`config.mk`:
```
export PLATFORM = sky130hd
export DESIGN_NAME = matrix_decoder_flat
export DESIGN_NICKNAME = d
export VERILOG_FILES = /design/src/rtl/matrix_codec_pkg.sv /design/src/rtl/matrix_decoder_if.sv /design/src/rtl/slice_gather.sv /design/src/rtl/matrix_decoder.sv /design/src/flat_wrapper.sv
export SDC_FILE = /design/constraint.sdc
export NUM_CORES = 2
export LEC_CHECK = 0
export ABC_CLOCK_PERIOD_IN_PS = 9100
export CORE_MARGIN = 8
export CORE_UTILIZATION = 30
export DETAILED_ROUTE_END_ITERATION = 6
export GPL_TIMING_DRIVEN = 0
export SLEW_MARGIN = 10
export SYNTH_ARGS = -nofsm -noshare
export SYNTH_HDL_FRONTEND = slang
export SYNTH_SLANG_ARGS = --single-unit
```
`constraint.sdc`:
```
create_clock -name clk -period 9.1 [get_ports clk]
set_clock_uncertainty 0.1 [all_clocks]
set_input_delay 2.73 -clock clk [delete_from_list [all_inputs] [get_ports clk]]
set_output_delay 2.73 -clock clk [all_outputs]
set_load 0.02 [all_outputs]
```
`src/rtl/matrix_codec_pkg.sv`:
```
// Shared dimensions, rho offsets, inverse-pi lane index and FSM states for
// the matrix codec. Slice bit 5*y+x holds lane (x,y); slice index is depth z.
package matrix_codec_pkg;

  localparam int unsigned LANES   = 25;
  localparam int unsigned DEPTH   = 64;
  localparam int unsigned SLICE_W = 25;
  localparam int unsigned ADDR_W  = 6;
  localparam int unsigned CNT_W   = ADDR_W + 1;

  // Rho rotation per lane, indexed by 5*y+x.
  localparam logic [ADDR_W-1:0] RHO [LANES] = '{
    6'd0,  6'd1,  6'd62, 6'd28, 6'd27,
    6'd36, 6'd44, 6'd6,  6'd55, 6'd20,
    6'd3,  6'd10, 6'd43, 6'd25, 6'd39,
    6'd41, 6'd45, 6'd15, 6'd21, 6'd8,
    6'd18, 6'd2,  6'd61, 6'd56, 6'd14
  };

  typedef enum logic [1:0] {IDLE, LOAD, WRITE, DONE} state_t;

  // Full encoded state: DEPTH slices of SLICE_W bits.
  typedef logic [DEPTH-1:0][SLICE_W-1:0] state_buf_t;

  // Encoded slice bit that feeds decoded lane (x,y): lane (y, (2x+3y) mod 5).
  function automatic int inv_pi_src(input int x, input int y);
    return 5 * ((2 * x + 3 * y) % 5) + y;
  endfunction

endpackage

```
`src/rtl/matrix_decoder_if.sv`:
```
// Memory-side bus of the matrix decoder.
//   start        block request (level)
//   read_addr    encoded line memory address; line_in returns one cycle later
//   write_*      decoded slice write port
//   done         block complete (level)
// slave = decoder, master = surrounding memory/controller.
interface matrix_decoder_if;
  import matrix_codec_pkg::*;

  logic                start;
  logic [ADDR_W-1:0]   read_addr;
  logic [SLICE_W-1:0]  line_in;
  logic                write_enable;
  logic [ADDR_W-1:0]   write_addr;
  logic [SLICE_W-1:0]  write_value;
  logic                done;

  modport master (
    output start, line_in,
    input  read_addr, write_enable, write_addr, write_value, done
  );

  modport slave (
    input  start, line_in,
    output read_addr, write_enable, write_addr, write_value, done
  );
endinterface

```
`src/rtl/slice_gather.sv`:
```
// Combinational decode of one slice: undoes pi and rho for depth z.
//   state_buf  in  1600-bit encoded state
//   z          in  decoded slice index
//   slice      out decoded slice z
module slice_gather
  import matrix_codec_pkg::*;
(
  input  state_buf_t          state_buf,
  input  logic [ADDR_W-1:0]   z,
  output logic [SLICE_W-1:0]  slice
);

  // One 64:1 mux per lane; source lane and rotation are constants.
  for (genvar y = 0; y < 5; y++) begin : g_y
    for (genvar x = 0; x < 5; x++) begin : g_x
      localparam int SRC = inv_pi_src(x, y);
      logic [ADDR_W-1:0] zz;
      // 6-bit add wraps mod 64.
      assign zz = z + RHO[5*y+x];
      assign slice[5*y+x] = state_buf[zz][SRC];
    end
  end

endmodule

```
`src/rtl/matrix_decoder.sv`:
```
// Matrix block decoder: loads 64 encoded slices, then writes 64 decoded
// slices, framed by start/done.
//   clk   in  clock, rising edge
//   rst   in  asynchronous active-high reset
//   bus   slave port of matrix_decoder_if (read, write and framing signals)
module matrix_decoder
  import matrix_codec_pkg::*;
(
  input logic              clk,
  input logic              rst,
  matrix_decoder_if.slave  bus
);

  state_t             state;
  logic [CNT_W-1:0]   load_cnt;
  state_buf_t         state_buf;
  logic [SLICE_W-1:0] gathered;

  // Control FSM with registered outputs.
  always_ff @(posedge clk or posedge rst) begin
    if (rst) begin
      state            <= IDLE;
      load_cnt         <= '0;
      bus.read_addr    <= '0;
      bus.write_enable <= 1'b0;
      bus.write_addr   <= '0;
      bus.done         <= 1'b0;
    end else begin
      case (state)
        IDLE: begin
          if (bus.start) begin
            state         <= LOAD;
            load_cnt      <= '0;
            bus.read_addr <= '0;
          end
        end
        LOAD: begin
          // load_cnt = cycles since entry; capture trails the address by two.
          load_cnt <= load_cnt + CNT_W'(1);
          if (load_cnt < CNT_W'(DEPTH - 1)) begin
            bus.read_addr <= ADDR_W'(load_cnt + CNT_W'(1));
          end
          if (load_cnt == CNT_W'(DEPTH)) begin
            state            <= WRITE;
            load_cnt         <= '0;
            bus.read_addr    <= '0;
            bus.write_enable <= 1'b1;
            bus.write_addr   <= '0;
          end
        end
        WRITE: begin
          if (bus.write_addr == ADDR_W'(DEPTH - 1)) begin
            state            <= DONE;
            bus.write_enable <= 1'b0;
            bus.write_addr   <= '0;
            bus.done         <= 1'b1;
          end else begin
            bus.write_addr <= bus.write_addr + ADDR_W'(1);
          end
        end
        DONE: begin
          // Wait for start to drop so a held start cannot re-trigger.
          if (!bus.start) begin
            state    <= IDLE;
            bus.done <= 1'b0;
          end
        end
        default: state <= IDLE;
      endcase
    end
  end

  // Slice buffer; contents are don't-care until a full load completes.
  always_ff @(posedge clk) begin
    if (state == LOAD && load_cnt != '0) begin
      state_buf[ADDR_W'(load_cnt - CNT_W'(1))] <= bus.line_in;
    end
  end

  slice_gather u_gather (
    .state_buf (state_buf),
    .z         (bus.write_addr),
    .slice     (gathered)
  );

  // Gate so write_value reads zero whenever no write is in progress.
  assign bus.write_value = bus.write_enable ? gathered : '0;

endmodule

```
`src/flat_wrapper.sv`:
```
// flat-port wrapper written by rule: the top's interface ports become plain ports
module matrix_decoder_flat import matrix_codec_pkg::*;
  (clk, rst, bus_start, bus_line_in, bus_read_addr, bus_write_enable, bus_write_addr, bus_write_value, bus_done);
  matrix_decoder_if bus_i ();
  input logic clk;
  input logic rst;
  input wire logic [$bits(bus_i.start)-1:0] bus_start;
  input wire logic [$bits(bus_i.line_in)-1:0] bus_line_in;
  output wire logic [$bits(bus_i.read_addr)-1:0] bus_read_addr;
  output wire logic [$bits(bus_i.write_enable)-1:0] bus_write_enable;
  output wire logic [$bits(bus_i.write_addr)-1:0] bus_write_addr;
  output wire logic [$bits(bus_i.write_value)-1:0] bus_write_value;
  output wire logic [$bits(bus_i.done)-1:0] bus_done;
  assign bus_i.start = bus_start;
  assign bus_i.line_in = bus_line_in;
  assign bus_read_addr = bus_i.read_addr;
  assign bus_write_enable = bus_i.write_enable;
  assign bus_write_addr = bus_i.write_addr;
  assign bus_write_value = bus_i.write_value;
  assign bus_done = bus_i.done;
  matrix_decoder u_core (.clk(clk), .rst(rst), .bus(bus_i));
endmodule
```
Word-level counts from Yosys, hierarchy flattened
Index checks and enable logic that the tools add are counted.
Widths: inputs -> output; s select.
Storage, ports and cells
  register bits after elaboration: 1623
  bits in latches: 0
  RAM bits: 0
  ROM bits: 0
  bits of input ports: 28
  output and inout bits: 39
  logic and storage cells: 222
  memories: 0
Operators by class
  $add $sub $neg: 26
  $mul: 0
  div/mod/pow operators: 0
  order comparisons: 28
  equal/unequal tests: 10
  shifts and indexed selects: 0
  muxes and demuxes: 75
  bitwise logic cells: 0
  reduce and logical (&&, ||, !) cells: 13
Operators by type and width (count)
  $bmux 25 s6: 25
  $bwmux 1600: 1
  $lt 6x7->1 const B: 26
  $demux 25 s6: 1
  $mux 25: 3
  $add 6x6->6 const B: 10
  $add 6x5->6 const B: 6
  $mux 6: 6
  $add 6x4->6 const B: 4
  $mux 24: 1
  $pmux 6 s2: 2
  $mux 23: 1
  $mux 22: 1
  $mux 21: 1
  $mux 7: 3
  $mux 20: 1
  $mux 19: 1
  $mux 18: 1
  $mux 17: 1
  $mux 16: 1
  $mux 15: 1
  $mux 14: 1
  $pmux 7 s2: 1
  $mux 13: 1
  33 further kinds: 52

Longest topological paths before layout
  word-level depth: 6
  depth in mapped cells: 16
  mapped depth without buffers: 9

Hierarchy
Synthesis repeated with hierarchy kept, for this count alone.
Unflattened totals
  cell total of the unflattened synthesis: 2785
  area, all modules: 63837.5 µm²
Modules (own cells, without submodules)
  matrix_decoder: instances 1, cells each 1890, area an instance 50109.3 µm², sequential area each 48621.6 µm²
  slice_gather: instances 1, cells each 895, area an instance 13728.2 µm², sequential area each 0.0 µm²

Worst setup path before layout
No wires, ideal clock.
  path type: register to output
  start: reg u_core.bus.write_addr[2]
  end: out bus_write_value[20]
  data arrival time: 4.209 ns
  required time: 6.270 ns
  setup slack: 2.061 ns
  cell stages (with the launch flop): 13
  buffers on the path: 7
  cell sequence: dfrtp_1 -> buf_2 -> buf_2 -> buf_2 -> buf_2 -> inv_1 -> ha_1 -> clkbuf_1 -> clkbuf_1 -> clkbuf_1 -> mux4_2 -> mux4_2 -> a221o_1
On the way
  word-level cells in the longest chain between the ends: 4
Ends and longest elaborated chain
  from (decl): line matrix_decoder_if.sv:25  | output read_addr, write_enable, write_addr, write_value, done
  from (signal assigned): line matrix_decoder.sv:58  | bus.write_addr <= bus.write_addr + ADDR_W'(1);
  $add 6x5->6: line slice_gather.sv:19  | assign zz = z + RHO[5*y+x];
  $bmux 25 s6: line slice_gather.sv:20  | assign slice[5*y+x] = state_buf[zz][SRC];
  $mux 15 (not written as such): line slice_gather.sv:20
  $mux 25: line matrix_decoder.sv:87  | assign bus.write_value = bus.write_enable ? gathered : '0;
  to (decl): line flat_wrapper.sv:12  | output wire logic [$bits(bus_i.write_value)-1:0] bus_write_value;
No other way between the ends. The select of a mux whose other input is x is not followed.

Worst setup path in the final report
  start: reg u_core.bus.write_addr[2]
  end: out bus_write_value[9]
On the way
  word-level cells in the longest chain between the ends: 4
Ends and longest elaborated chain (line)
  $add 6x5->6: slice_gather.sv:19
  $bmux 25 s6: slice_gather.sv:20
  $mux 7 (not written as such): slice_gather.sv:20
  $mux 25: matrix_decoder.sv:87
No other way between the ends. The select of a mux whose other input is x is not followed.

==> metrics.yaml <==
grt:
  grt_usage_pct: 18.0
  grt-ovfl-total: 0
  grt_max_degree: 65
  first_global_vias: 32483
  antenna_found_initial: 14
  grt_pass1_wl_um: 280000
drt:
  drtIter0Drc: 5684
  drc: 17
  routed-wl-met3_um: 23500
  vias_per_cell: 5.49
  drtAntennaViolNets: 0
  dr_wl_met2_um: 97100
  dr.pass1.iters: 7
  wl_met1_um: 80500
  wl_per_cell_um: 34.0
  drt-total-wl_um: 208000
  topRoutingLayerUsed: "met5"
  vias: 33662
floorplanning:
  die_h_um: 476
  die_area_mm2: 0.227
  dieWidth_um: 476
  start_util_pct: 30.1
  io_pins: 67
  fp-row-count: 169
  core_mm2: 0.211
placed_design:
  routabilityCongestion: 0.812
  hpwl_um: 140000
  dpl_cell_area_mm2: 0.0712
  port_buffers: 66
  place_inst: 5817
  pre_cts_slack_ns: -1.35
logic_synthesis:
  ys_async_sr_fraction_pct: 1.42
  yosys_warnings: 0
  synth_seq_cells: 1623
  synth-edff-count: 1600
  yosys.cell_types.count: 59
  synthCells: 2789
  ys_dominant_reg_cell: "edfxtp_1"
  ys_seq_area_share_pct: 76.6
  synth.avg_cell_area_um2: 22.8
  syn-num-nets: 2839
  syn-cell-area_mm2: 0.0635
timing:
  finalCritPeriodShare_pct: 98.1
  setup_ws_ns: 0.169
  setup_viol: 0
  hold_ws_ns: 0.392
  worst_slew_pin_slew_ns: 1.32
  rsz0062_at_grt: "no"
  hold_viol: 0
  min_period_ns: 8.93
  maxSlewHeadroom_pct: 12.2
  fmax_mhz: 112
  drv_slew: 0
critical_path:
  max_stage_delay_ns: 0.73
  path_common_cell: "buf_4"
  critPathRequiredTime_ns: 6.27
  crit_arrival_ns: 6.10
  critPathMaxFanout: 10
  crit_path_cell_trace: "buf_4 > buf_6 > buf_4 > buf_4 > inv_1 > ha_1 > buf_1 > clkbuf_4 > mux4_2 > nor2b_1 > a211oi_1 > a211oi_1 > clkdlybuf4s50_1"
  startpoint_type: "flip-flop"
  critical_path.slowest_cell: "clkdlybuf4s50_1"
  cp-end-kind: "primary output"
  crit_type: "reg -> out"
clock_network:
  clock_path_buffers: 3
  h-tree-depth: 4
  cts_hold_buf: 0
  clk_latency_ns: 0.81
  clk_pin_slew_worst_paths_ns: 0.06
  cts_setup_buffers: 0
  cts-root-buf: "clkbuf_16"
  cts_sinks: 1623
  cts_tree: "built"
  cts_buffers: 167
layout:
  final_net_count: 3213
  syn_to_final_growth_pct: 20.9
  mostFrequentLayoutCell: "edfxtp_1"
  drive_gt1_share_pct: 32.2
  finalInstanceArea_mm2: 0.0768
  stdcell_count: 6126
  mostFrequentLayoutCells: "edfxtp_1 (1,600), mux4_2 (476), clkbuf_16 (173)"
power:
  irDropWorstVdd_mv: 0.203
  switchingPower_mw: 2.99
  p_leak_nw: 23.3
  power.density_mw_per_mm2: 196
  seq_power_share_pct: 54.6
  power_frac_clock_pct: 44.5
  p_sw_share_pct: 19.9
  combPwrFrac_pct: 0.9
  internal_power_mw: 12.1
status:
  status: "finished with violations"
  violations: "design-rule violations"
min_path:
  hold_class: "reg -> reg"
job:
  drv_cap: 0
registers in the layout (all words and copies together), names as in the netlist:
register,count
u_core.bus.read_addr,6
u_core.state_buf,1600
u_core.state,2
u_core.load_cnt,7
u_core.bus.write_enable,1
u_core.bus.write_addr,6
u_core.bus.done,1
power groups by stage:
stage	Sequential [mW]	Clock (mW)	Combinational (mW)
3_5_place_dp	8.37	0	0.135
3_3_place_gp	8.39	0	0.103
4_1_cts	8.21	6.76	0.135
5_1_grt	8.21	7.02	0.147
2_1_floorplan	8.37	0	0.00451
6_report	8.21	6.70	0.137
critical path: cells and delay by family (launching register included):
kind,cells,cell delay (ns)
adders and majority gates,1,0.43
muxes,1,0.24
AOI/OAI and AO/OA,2,0.60
buffers and inverters,8,3.24
and+or+nand+nor,1,0.16
DFF,1,0.57
final cells by class:
type                    count  area, um^2
diodes                      6        15.0
plain buffers             134         803
clock buffers             217        4490
clock inverters            88         759
fillers                 18954      134000
inverters                  18        72.6
multi-input cells        1012       14800
flip-flops and latches   1623       48600
well taps                2821        3530
repair buffers            207        3680
logic make-up after synthesis:
group / Yosys count / share of synthesized area [%]
mux: 524 / 17.7
buf+inv: 154 / 1.17
xor+xnor: 55 / 0.771
simple gates: 271 / 1.88
compound gates: 140 / 1.49
flops: 1623 / 76.6
fa+ha+maj: 22 / 0.434
what timing repair did:
| action | CTS | global route |
|---|---|---|
| pin swaps | 3 | 1 |
| cloned | 0 | 0 |
| gates resized for setup | 102 | 7 |
| setup endpoints to repair | 22 | 3 |
layer usage:
| metal | GRT usage [%] | vias to the layer above |
|---|---|---|
| met3 | 4.51 | 403 |
| met5 | 0 | - |
| met4 | 5.97 | 14 |
| met1 | 24.4 | 18350 |
| li1 | - | 12637 |
| met2 | 28.3 | 2258 |
worst paths after layout:
path                                          startpoint                  endpoint  slack, ns  depth (start not counted)
min in group asynchronous                            rst   u_core.bus.read_addr[3]       2.42                          2
worst max register to register        u_core.load_cnt[0]    u_core.state_buf[1002]       4.55                         12
worst min-delay path             u_core.bus.read_addr[3]   u_core.bus.read_addr[3]       0.39                          2
max in group asynchronous                            rst  u_core.bus.write_addr[0]       5.74                          2
worst max-delay path            u_core.bus.write_addr[2]        bus_write_value[9]       0.17                         13
worst min register to register   u_core.bus.read_addr[3]   u_core.bus.read_addr[3]       0.39                          2
cell usage after synthesis (15+ instances only):
cell type	instances	area, um^2
a21oi_1	31	155
buf_2	47	235
clkbuf_1	56	210
dfrtp_1	23	576
edfxtp_1	1600	48000
ha_1	22	275
inv_1	15	56.3
mux2i_1	43	430
mux4_2	476	10700
nand2_1	98	368
nand3_1	22	110
nor2_1	93	349
o21ai_0	19	95.1
xnor2_1	37	324
xor2_1	17	149
metrics by stage:
step / total power, mW / utilization (%) / TNS [ns]
after floorplan: 8.38 / - / 0
after global placement: 8.49 / 32.0 / -13.61
after detailed placement: 8.51 / 33.7 / -13.75
after CTS: 15.1 / 36.3 / 0
after global routing: 15.4 / 36.3 / 0
final: 15.1 / 36.3 / 0
(Power assumes the default switching activity.)
